## src/rtl/lut_sched_pkg.sv

```systemverilog
// lut_sched_pkg: shared state encoding and LUT geometry for the LUT evaluation scheduler.
package lut_sched_pkg;
   localparam int LUT_BITS = 16;
   localparam int LUT_AW = 4;
   typedef enum logic [2:0] {IDLE, LOAD, VERIFY, EVAL, RESP} lut_sched_state_t;
endpackage

```

## src/rtl/lut_cell.sv

```systemverilog
// lut_cell: serially loaded 4-input LUT, MSB shifted in first so bit k ends up at sr_q[k].
module lut_cell
   import lut_sched_pkg::*;
(
   input  logic              clk,
   input  logic              rst_n,
   input  logic              shift_en,
   input  logic              shift_in,
   input  logic [LUT_AW-1:0] addr,
   output logic              dout
);
   logic [LUT_BITS-1:0] sr_q;
   always_ff @(posedge clk or negedge rst_n) begin
      if (!rst_n) sr_q <= '0;
      else if (shift_en) sr_q <= {sr_q[LUT_BITS-2:0], shift_in};
   end
   assign dout = sr_q[addr];
endmodule

```

## src/rtl/lut_eval_scheduler.sv

```systemverilog
// lut_eval_scheduler: round-robin time-sharing of one serially configured LUT cell.
// Define LUT_SCHED_READBACK_EN to add a post-load readback sweep that drives resp_err.
module lut_eval_scheduler
   import lut_sched_pkg::*;
#(
   parameter int NREQ = 4,
   parameter int NCFG = 4,
   localparam int CW = $clog2(NCFG),
   localparam int IW = $clog2(NREQ)
) (
   input  logic               clk,
   input  logic               rst_n,
   input  logic               cfg_we,
   input  logic [CW-1:0]      cfg_sel,
   input  logic [15:0]        cfg_data,
   input  logic [NREQ-1:0]    req_valid,
   input  logic [4*NREQ-1:0]  req_addr,
   input  logic [CW*NREQ-1:0] req_cfg,
   output logic [NREQ-1:0]    req_ready,
   output logic               resp_valid,
   output logic [IW-1:0]      resp_id,
   output logic               resp_result,
   output logic               resp_err
);
   lut_sched_state_t state_q, state_d;
   logic [LUT_BITS-1:0] cfg_q [NCFG];
   logic [IW-1:0] rr_q, rr_d, id_q, id_d, resp_id_q, resp_id_d, gnt_id, idx;
   logic [LUT_AW-1:0] addr_q, addr_d, cnt_q, cnt_d, lut_addr;
   logic [CW-1:0] slot_q, slot_d, loaded_cfg_q, loaded_cfg_d, req_slot;
   logic loaded_valid_q, loaded_valid_d, err_q, err_d;
   logic resp_result_q, resp_result_d, resp_err_q, resp_err_d;
   logic found, lut_dout;

   always_ff @(posedge clk or negedge rst_n) begin
      if (!rst_n) for (int i = 0; i < NCFG; i++) cfg_q[i] <= '0;
      else if (cfg_we) cfg_q[cfg_sel] <= cfg_data;
   end

   lut_cell u_cell (
      .clk      (clk),
      .rst_n    (rst_n),
      .shift_en (state_q == LOAD),
      .shift_in (cfg_q[slot_q][~cnt_q]),
      .addr     (lut_addr),
      .dout     (lut_dout)
   );

   assign lut_addr = (state_q == VERIFY) ? cnt_q : addr_q;
   assign req_slot = req_cfg[CW*gnt_id +: CW];
   // Gated by rst_n so every output reads 0 while reset is held.
   assign req_ready = (rst_n && state_q == IDLE && found) ? NREQ'(1) << gnt_id : '0;
   assign resp_valid = (state_q == RESP);
   assign resp_id = resp_id_q;
   assign resp_result = resp_result_q;
   assign resp_err = resp_err_q;

   always_comb begin
      state_d = state_q;
      rr_d = rr_q;
      id_d = id_q;
      addr_d = addr_q;
      slot_d = slot_q;
      cnt_d = cnt_q;
      loaded_cfg_d = loaded_cfg_q;
      loaded_valid_d = loaded_valid_q;
      err_d = err_q;
      resp_id_d = resp_id_q;
      resp_result_d = resp_result_q;
      resp_err_d = resp_err_q;
      found = 1'b0;
      gnt_id = '0;
      idx = '0;
      for (int k = 1; k <= NREQ; k++) begin
         idx = IW'((int'(rr_q) + k) % NREQ);
         if (!found && req_valid[idx]) begin
            found = 1'b1;
            gnt_id = idx;
         end
      end
      // LOAD overwrites the cell anyway, so only other states invalidate residency.
      if (cfg_we && cfg_sel == loaded_cfg_q && state_q != LOAD) loaded_valid_d = 1'b0;
      case (state_q)
         IDLE: if (found) begin
            id_d = gnt_id;
            addr_d = req_addr[4*gnt_id +: 4];
            slot_d = req_slot;
            rr_d = gnt_id;
            cnt_d = '0;
            err_d = 1'b0;
            if (loaded_valid_q && loaded_cfg_q == req_slot) state_d = EVAL;
            else begin
               state_d = LOAD;
               loaded_valid_d = 1'b0;
            end
         end
         LOAD: begin
            cnt_d = cnt_q + 4'd1;
            if (cfg_we && cfg_sel == slot_q) cnt_d = '0;
            else if (cnt_q == 4'hF) begin
               loaded_cfg_d = slot_q;
               loaded_valid_d = 1'b1;
`ifdef LUT_SCHED_READBACK_EN
               state_d = VERIFY;
`else
               state_d = EVAL;
`endif
            end
         end
`ifdef LUT_SCHED_READBACK_EN
         VERIFY: begin
            cnt_d = cnt_q + 4'd1;
            err_d = err_q | (lut_dout != cfg_q[slot_q][cnt_q]);
            if (cnt_q == 4'hF) begin
               state_d = EVAL;
               if (err_d) loaded_valid_d = 1'b0;
            end
         end
`endif
         EVAL: begin
            resp_result_d = lut_dout;
            resp_id_d = id_q;
            resp_err_d = err_q;
            state_d = RESP;
         end
         RESP: state_d = IDLE;
         default: state_d = IDLE;
      endcase
   end

   always_ff @(posedge clk or negedge rst_n) begin
      if (!rst_n) begin
         state_q <= IDLE;
         rr_q <= IW'(NREQ - 1);
         id_q <= '0;
         addr_q <= '0;
         slot_q <= '0;
         cnt_q <= '0;
         loaded_cfg_q <= '0;
         loaded_valid_q <= 1'b0;
         err_q <= 1'b0;
         resp_id_q <= '0;
         resp_result_q <= 1'b0;
         resp_err_q <= 1'b0;
      end else begin
         state_q <= state_d;
         rr_q <= rr_d;
         id_q <= id_d;
         addr_q <= addr_d;
         slot_q <= slot_d;
         cnt_q <= cnt_d;
         loaded_cfg_q <= loaded_cfg_d;
         loaded_valid_q <= loaded_valid_d;
         err_q <= err_d;
         resp_id_q <= resp_id_d;
         resp_result_q <= resp_result_d;
         resp_err_q <= resp_err_d;
      end
   end
endmodule

```

## config.mk

```make
export PLATFORM = sky130hd
export DESIGN_NAME = lut_eval_scheduler
export DESIGN_NICKNAME = d
export VERILOG_FILES = /design/src/rtl/lut_sched_pkg.sv /design/src/rtl/lut_cell.sv /design/src/rtl/lut_eval_scheduler.sv
export SDC_FILE = /design/constraint.sdc
export NUM_CORES = 1
export LEC_CHECK = 0
export ABC_AREA = 0
export CAP_MARGIN = 5
export CORE_ASPECT_RATIO = 1.25
export CORE_UTILIZATION = 25
export CTS_CLUSTER_DIAMETER = 150
export DETAILED_ROUTE_END_ITERATION = 6
export PLACE_DENSITY_LB_ADDON = 0.08
export SLEW_MARGIN = 20
export SYNTH_ARGS = -nofsm -noshare
export SYNTH_HDL_FRONTEND = slang
export SYNTH_SLANG_ARGS = --single-unit
```

## constraint.sdc

```tcl
create_clock -name clk -period 2.6 [get_ports clk]
set_input_delay 0.26 -clock clk [delete_from_list [all_inputs] [get_ports clk]]
set_output_delay 0.26 -clock clk [all_outputs]
set_load 0.02 [all_outputs]
```

; ---- Word level (Yosys, flattened, before mapping)
; Index checks and enable logic that the tools add are counted.
[totals]
ff_bits = 103
out_inout_bits = 9
word_cells = 109
[classes]
add_sub_neg = 5
n_lt_le_gt_ge = 9
eq_ne = 12
shifts = 3
muxes = 42
bitwise = 4
reduce_logical = 19
[op_table]
columns = op, n
row1 = $bwmux 64, 1
row2 = $mux 16, 3
row3 = $bmux 16 s2, 1
row4 = $demux 16 s2, 1
row5 = $mux 4, 4
row6 = $shiftx 16x5->4, 1
row7 = $mux 1, 15
row8 = $lt 2x3->1 const B, 4
row9 = $logic_and 1x1->1, 10
row10 = $lt 4x5->1 const B, 2
row11 = $mux 2, 5
row12 = $mux 3, 3
row13 = $pmux 3 s3, 1
row14 = $bmux 1 s2, 4
row15 = $bmux 1 s4, 2
row16 = $pmux 4 s2, 1
row17 = $shiftx 8x4->2, 1
row18 = $eq 2x2->1, 3
row19 = $eq 3x2->1 const B, 2
row20 = $ge 3x3->1 const B, 2
row21 = $ne 2x2->1 const B, 3
row22 = $not 2->3, 2
row23 = $reduce_and 3->1, 2
row24 = $add 2x1->2 const B, 2
row25 = other kinds (15), 19

; ---- Longest topological paths before layout
; Gate-level depths: netlist (run 1).
[logic_depth]
ltp_word = 19
ltp_mapped = 9

; ---- Modules after synthesis
; A second synthesis (run 1) with hierarchy kept.
[hier_totals]
hier_cells = 349
area_unflattened_um2 = 5004.8
[modules_own_cells]
columns = mod, n_inst, cells_each, area_per_inst_um2, seq_area_each_um2
row1 = lut_eval_scheduler, 1, 308, 4279.1, 2179.6
row2 = lut_cell, 1, 41, 725.7, 400.4

; ---- Worst setup path after synthesis (run 1)
; Ideal clock, no wire load.
[synth_timing]
kind = reg-to-output
from = register rr_q[1]
to = output req_ready[0]
arrival_ns = 1.896
t_required_ns = 2.340
setup_slack_ns = 0.444
path_stages_with_launch = 8
n_path_buf = 2
cell_sequence = dfstp_2 buf_2 mux2i_1 o22ai_2 nor2_2 clkbuf_1 inv_1 nor2_1
[synth_between]
elab_chain_cells = 15
[synth_lines]
columns = element, line_no
row1 = from (decl), lut_eval_scheduler.sv:27  ; logic [IW-1:0] rr_q, rr_d, id_q, id_d, resp_id_q, resp_id_d, gnt_id, idx;
row2 = from (signal assigned), lut_eval_scheduler.sv:133  ; rr_q <= IW'(NREQ - 1);
row3 = from (signal assigned), lut_eval_scheduler.sv:146  ; rr_q <= rr_d;
row4 = $add 2x1->2, lut_eval_scheduler.sv:74  ; idx = IW'((int'(rr_q) + k) % NREQ);
row5 = $bmux 1 s2, lut_eval_scheduler.sv:75  ; if (!found && req_valid[idx]) begin
row6 = $mux 1 (not written as such), lut_eval_scheduler.sv:75
row7 = $mux 1, lut_eval_scheduler.sv:75
row8 = $logic_not 1->1, lut_eval_scheduler.sv:75
row9 = $logic_and 1x1->1, lut_eval_scheduler.sv:75
row10 = $mux 1, lut_eval_scheduler.sv:75
row11 = $logic_not 1->1, lut_eval_scheduler.sv:75
row12 = $logic_and 1x1->1, lut_eval_scheduler.sv:75
row13 = $mux 1, lut_eval_scheduler.sv:75
row14 = $logic_not 1->1, lut_eval_scheduler.sv:75
row15 = $logic_and 1x1->1, lut_eval_scheduler.sv:75
row16 = $mux 2 / $mux 1 (equally long branches), lut_eval_scheduler.sv:75
row17 = $shl 1x2->4 / $logic_and 1x1->1 (equally long branches), lut_eval_scheduler.sv:51  ; assign req_ready = (rst_n && state_q == IDLE && found) ? NREQ'(1) << gnt_id : '0;
row18 = $mux 4 (*), lut_eval_scheduler.sv:51
row19 = to (decl), lut_eval_scheduler.sv:19  ; output logic [NREQ-1:0] req_ready,
; Mark *: on every way between the ends. The rest lies on a longest branch, timed or not. The select of a mux whose other input is x is not followed.

; ---- Worst setup path after layout (run 1)
; Ends and elaborated chain as after synthesis.

==> impl_metrics.json, run 1 <==
{
  "status": "finished clean",
  "initial_core_util_pct": 25.8,
  "ctsHoldBuffers": 0,
  "fin_crit_ns": 2.36,
  "synth_cell_types": 45,
  "fin_ws_ns": 0.244,
  "antenna_left": 0,
  "synth_flop_cell": "dfrtp_1",
  "drc": 0,
  "pre_cts_ws_ns": -0.0242,
  "max_freq_mhz": 425,
  "slowest_stage": "dfstp_2",
  "fin_nets": 493,
  "final_cells": 713,
  "yosysTopAreaCell": "dfrtp_1",
  "finalSetupViolations": 0,
  "cts_tree": "built",
  "grt_max_degree": 104,
  "portBuffers": 56,
  "cts.sinks": 103,
  "synth_edf_count": 0,
  "ioPinCount": 58,
  "synth_area_leaders": "dfrtp_1 50%, mux2_2 20%, mux4_2 8.9%",
  "seqCellArea_um2": 2580,
  "grt_pass1_wl_um": 19900,
  "rows": 57,
  "synthCells": 376,
  "ir_worst_vdd_v": 0.000292,
  "track_usage_pct": 12.6,
  "area_growth_pct": 25.6,
  "detail_route.iter0.violations": 92,
  "timing.final.crit_share_pct": 90.6,
  "vias_per_cell": 4.57,
  "cpPeakStageDelay_ns": 0.62,
  "num-fill-cells": 1950,
  "yosysTopAreaCellShare_pct": 50.0,
  "yosysMostFrequentCell": "dfrtp_1",
  "core-area_um2": 19600,
  "cp_top_family": "flip-flops",
  "dr.pass1.iters": 4,
  "drive_gt1_share_pct": 35.7,
  "relSlewSlack_pct": 60.9,
  "yosys-top-cells-count": "101 x dfrtp_1, 90 x mux2_2, 20 x mux4_2, 16 x mux2i_1",
  "clkTransAtPathRegs_ns": 0.07,
  "overflow": 0,
  "hp-class": "in2async",
  "final.hold.worst_slack_ns": 0.0219,
  "crit_chain": "mux2i_1 > o22ai_2 > nor2_4 > inv_1 > nor2_1 > dlygate4sd2_1",
  "clock-root-buffer": "clkbuf_16",
  "synth.avg_cell_area_um2": 13.4,
  "dp_hpwl_um": 8320,
  "vias": 3258,
  "wire_per_inst_um": 16.7,
  "power_density_nw_per_um2": 976,
  "gp_congestion": 0.750,
  "leakage_nw": 2.63,
  "async_flop_share_pct": 100,
  "worst_pin_slew_ns": 0.586,
  "grt_pass1_vias": 3629,
  "cts_buffer_depth": 2,
  "hold_violations": 0,
  "insertedDiodeCount": 0,
  "critPathMaxFanout": 9,
  "fin_util_pct": 32.4,
  "final_area_um2": 6350,
  "crit_required_ns": 2.34,
  "clock_skew_ns": 0.00617,
  "rsz0062_at_grt": "false",
  "clkLatencyLatePin_ns": 0.34,
  "end_kind": "output port",
  "dieArea_um2": 20800,
  "crit_buf_inv": 2,
  "synth-seq-area-share_pct": 51.0,
  "cap_violations": 0,
  "multi_input_area_um2": 2380,
  "die_w_um": 129,
  "crit_path_start_kind": "flip-flop",
  "dp.cells": 697,
  "path_class": "reg2out",
  "drt-total-wl_um": 11900,
  "timing.setup.tns_ns": 0,
  "placed_cell_area_um2": 6040,
  "syn-num-nets": 426,
  "arrival_ns": 2.10,
  "ys_seq_elements": 103,
  "maxSlewViolCount": 0,
  "grt_antenna_before_repair": 0,
  "syn_area_um2": 5050,
  "cts_made_buffers": 9,
  "chipHeight_um": 161,
  "p_total_mw": 6.19,
  "ys_warn_count": 0,
  "htree_levels": 3
}
==> cell usage in the layout (no fill, tap or decap), types with 9 or more instances in the layout <==
| cell type | instances |
|---|---|
| buf_4 | 21 |
| clkbuf_16 | 9 |
| clkdlybuf4s50_1 | 51 |
| dfrtp_1 | 101 |
| mux2_2 | 90 |
| mux2i_1 | 16 |
| mux4_2 | 20 |
| nand2_1 | 15 |
| nor2_1 | 15 |
| o21ai_0 | 14 |
==> final cells by class <==
| class | count | share of cell area, % |
|---|---|---|
| sequential | 103 | 40.6 |
| multi-input combinational | 247 | 37.5 |
| clock buffer | 9 | 3.55 |
| inverter | 4 | 0.236 |
| timing repair buffer | 78 | 11.8 |
| clock inverter | 7 | 1.04 |
| tap | 265 | 5.22 |
==> metal layers <==
metal / part of all wire [%] / vias to the layer above / track usage, %
met4: 1.2 / 0 / 3.69
met2: 50 / 61 / 21.5
li1: - / 1527 / -
met1: 44 / 1660 / 15.9
met3: 4.1 / 10 / 2.35
met5: 0 / - / 0
==> worst paths after layout <==
path	startpoint	to	slack, ns	cells after the start
max in group asynchronous	rst_n	cfg_q[53]$_DFFE_PN0P_	2.11	2
hold reg to reg	id_q[1]$_DFFE_PN0P_	id_q[1]$_DFFE_PN0P_	0.48	1
setup / recovery	rr_q[1]$_DFFE_PN1P_	req_ready[0]	0.24	6
min in group clk	id_q[1]$_DFFE_PN0P_	id_q[1]$_DFFE_PN0P_	0.48	1
hold / removal	rst_n	cfg_q[44]$_DFFE_PN0P_	0.02	2
setup reg to reg	slot_q[0]$_DFFE_PN0P_	u_cell.sr_q[0]$_DFFE_PN0P_	0.33	6
==> timing repair <==
| item | in CTS | in global routing |
|---|---|---|
| buffers inserted | 0 | 0 |
| resized for setup | 5 | 2 |
| setup endpoints to repair | 4 | 2 |
==> power breakdown <==
group          switching, mW  total, mW  internal [mW]
Combinational          0.992       2.37           1.38
Sequential             0.408       2.50           2.09
Clock                  0.655       1.33          0.674
Total                   2.06       6.19           4.14
==> sequential cells by signal, indices dropped and copies added, names as in the netlist <==
signal          cells
loaded_cfg_q        2
resp_result         1
u_cell.sr_q        16
cnt_q               4
slot_q              2
addr_q              4
loaded_valid_q      1
state_q             3
rr_q                2
id_q                2
resp_id             2
cfg_q              64
==> worst reg2reg max path, delay by kind of cell, from the launching register on <==
| kind | cells | cell delay (ns) |
|---|---|---|
| flip-flops | 1 | 0.38 |
| AO/OA/AOI/OAI | 1 | 0.11 |
| AND/OR/NAND/NOR | 1 | 0.11 |
| buffers and inverters | 1 | 0.22 |
| multiplexers | 3 | 1.32 |
==> cells by family after synthesis <==
group	share of synthesized area, %
xor+xnor	1.04
compound gates	6.91
simple gates	6.29
mux	32.1
buf+inv	2.28
fa+ha+maj	0.247
flops	51.0
other cells	0.0742
(Power assumes the default switching activity.)
==> run 2: changes to the inputs <==
--- a/constraint.sdc
+++ b/constraint.sdc
@@ -3,2 +3,2 @@
 set_output_delay 0.26 -clock clk [all_outputs]
-set_load 0.02 [all_outputs]
+set_load 0.05 [all_outputs]
==> run 2 against run 1 <==
Die area did not move; hold slack improved by 0.015 ns; critical path type unchanged; sequential cell count stayed put; critical path depth is the same; clock power hardly changed; via count down 1.1%; sequential power barely moved; count of clock-buffer cells in the layout stayed put; global-route usage fell by 0.34 points; combinational power about the same; register-to-register slack gained 0.04 ns.
==> impl_metrics.json, run 2 (synthesis gave the netlist of run 1 again) <==
{
  "status": "finished clean",
  "crit_chain": "nand3b_1 > a31oi_1 > buf_4 > nand3_1 > nor2_1 > buf_12",
  "crit_required_ns": 2.34,
  "chipHeight_um": 161,
  "num-fill-cells": 1961,
  "r2r_cells": 5,
  "rows": 57,
  "grt_max_degree": 104,
  "p_total_mw": 6.20,
  "core-area_um2": 19600,
  "cts.sinks": 103,
  "cts_made_buffers": 9,
  "max_freq_mhz": 410,
  "relSlewSlack_pct": 62.6,
  "power_density_nw_per_um2": 978,
  "hold_violations": 0,
  "leakage_nw": 2.58,
  "dieArea_um2": 20800,
  "cts_tree": "built",
  "antenna_left": 0,
  "area_growth_pct": 25.4,
  "vias_per_cell": 4.54,
  "regMostFlops": "cfg_q",
  "end_kind": "output port",
  "slowest_stage": "dfstp_2",
  "arrival_ns": 2.18,
  "largest_register_ffs": 64,
  "path_class": "reg2out",
  "reg2reg_slack_ns": 0.37,
  "final_cell_mix": "101 x dfrtp_1, 90 x mux2_2, 51 x clkdlybuf4s50_1",
  "clkLatencyLatePin_ns": 0.35,
  "cts_buffer_depth": 2,
  "drc": 0,
  "fin_nets": 490,
  "top_regs": "cfg_q (64), u_cell.sr_q (16)",
  "insertedDiodeCount": 0,
  "fin_util_pct": 32.3,
  "overflow": 0,
  "rsz0062_at_grt": "true",
  "clock-root-buffer": "clkbuf_16",
  "worst_pin_slew_ns": 0.561,
  "fin_crit_ns": 2.44,
  "initial_core_util_pct": 25.8,
  "vias": 3221,
  "maxSlewViolCount": 0,
  "dr.pass1.iters": 4,
  "clkTransAtPathRegs_ns": 0.07,
  "track_usage_pct": 12.2,
  "detail_route.iter0.violations": 74,
  "ir_worst_vdd_v": 0.000298,
  "timing.final.crit_share_pct": 93.8,
  "layout_commonest_cell": "dfrtp_1",
  "crit_path_start_kind": "flip-flop",
  "clock_skew_ns": 0.00624,
  "dp_hpwl_um": 8080,
  "gp_congestion": 0.755,
  "grt_pass1_wl_um": 19000,
  "drt-total-wl_um": 11600,
  "grt_antenna_before_repair": 0,
  "htree_levels": 3,
  "hp-class": "in2async",
  "ioPinCount": 58,
  "die_w_um": 129,
  "cpPeakStageDelay_ns": 0.61,
  "wire_per_inst_um": 16.3,
  "cap_violations": 0,
  "drive_gt1_share_pct": 36.0,
  "grt_pass1_vias": 3417,
  "finalSetupViolations": 0,
  "critPathMaxFanout": 10,
  "portBuffers": 56
}
[run 2: cell types whose count changed in the layout (fill, tap and decap cells not counted), moves of 2 or more]
cell,delta
buf_4,-3
inv_6,+2
dlygate4sd2_1,-2
buf_12,+4
inv_8,-2
clkinv_2,+2
dlymetal6s2s_1,-2
[run 2: worst paths after layout]
| kind | from | to |
|---|---|---|
| max | rr_q[1]$_DFFE_PN1P_ | req_ready[3] |
| min | rst_n | cfg_q[45]$_DFFE_PN0P_ |
| max reg2reg | cnt_q[0]$_DFFE_PN0P_ | u_cell.sr_q[0]$_DFFE_PN0P_ |
| min reg2reg | id_q[1]$_DFFE_PN0P_ | id_q[1]$_DFFE_PN0P_ |
| max in group asynchronous | rst_n | rr_q[0]$_DFFE_PN1P_ |
| min in group clk | id_q[1]$_DFFE_PN0P_ | id_q[1]$_DFFE_PN0P_ |
[run 2: what timing repair did]
| action | CTS | global route |
|---|---|---|
| hold buffers | 0 | 0 |
| resized for setup | 0 | 1 |
| buffers inserted | 0 | 1 |
| endpoints found under the setup margin | 0 | 2 |
[run 2: metrics by stage]
stage / setup TNS (ns) / setup WS (ns) / hold slack [ns] / area (um2) / cells
2_1_floorplan: 0 / 0.0802 / -0.0356 / 5050 / 376
3_3_place_gp: 0 / 0.214 / 0.463 / 6050 / 693
3_5_place_dp: 0 / 0.146 / 0.472 / 6050 / 693
4_1_cts: 0 / 0.121 / 0.0917 / 6330 / 709
5_1_grt: -0.0531 / -0.0280 / 0.109 / 6340 / 710
6_report: 0 / 0.162 / 0.0371 / 6340 / 710
[run 2: per-layer routing]
| metal | global-route usage (%) | share of wire, % |
|---|---|---|
| met5 | 0 | 0 |
| met1 | 16.1 | 46 |
| met4 | 5.45 | 2.0 |
| met3 | 2.45 | 4.3 |
| met2 | 19.3 | 47 |
[run 2: critical path: cells and delay by family, from the launching register on]
kind,cells,cell delay [ns]
flops,1,0.61
simple gates,3,0.42
buf+inv,2,0.44
compound gates,1,0.34
[run 2: cell type report]
class / instances / area (um2) / share of cell area [%]
inverters: 4 / 15.0 / 0.237
clock inverters: 7 / 55.1 / 0.868
flip-flops and latches: 103 / 2580 / 40.7
well taps: 265 / 332 / 5.23
clock buffers: 9 / 225 / 3.55
repair buffers: 75 / 766 / 12.1
multi-input cells: 247 / 2370 / 37.4
[run 2: report_power, final]
group          internal (mW)  leakage, nW  switching [mW]
registers               2.09         1.23           0.404
logic                   1.37         1.21            1.03
clock network          0.662        0.138           0.640
total                   4.12         2.58            2.07
==> run 3: changes to the inputs <==
- CTS_CLUSTER_SIZE: unset -> 30
==> results of run 3 <==
Final layout, timing and power as in run 2 (identical DEF).
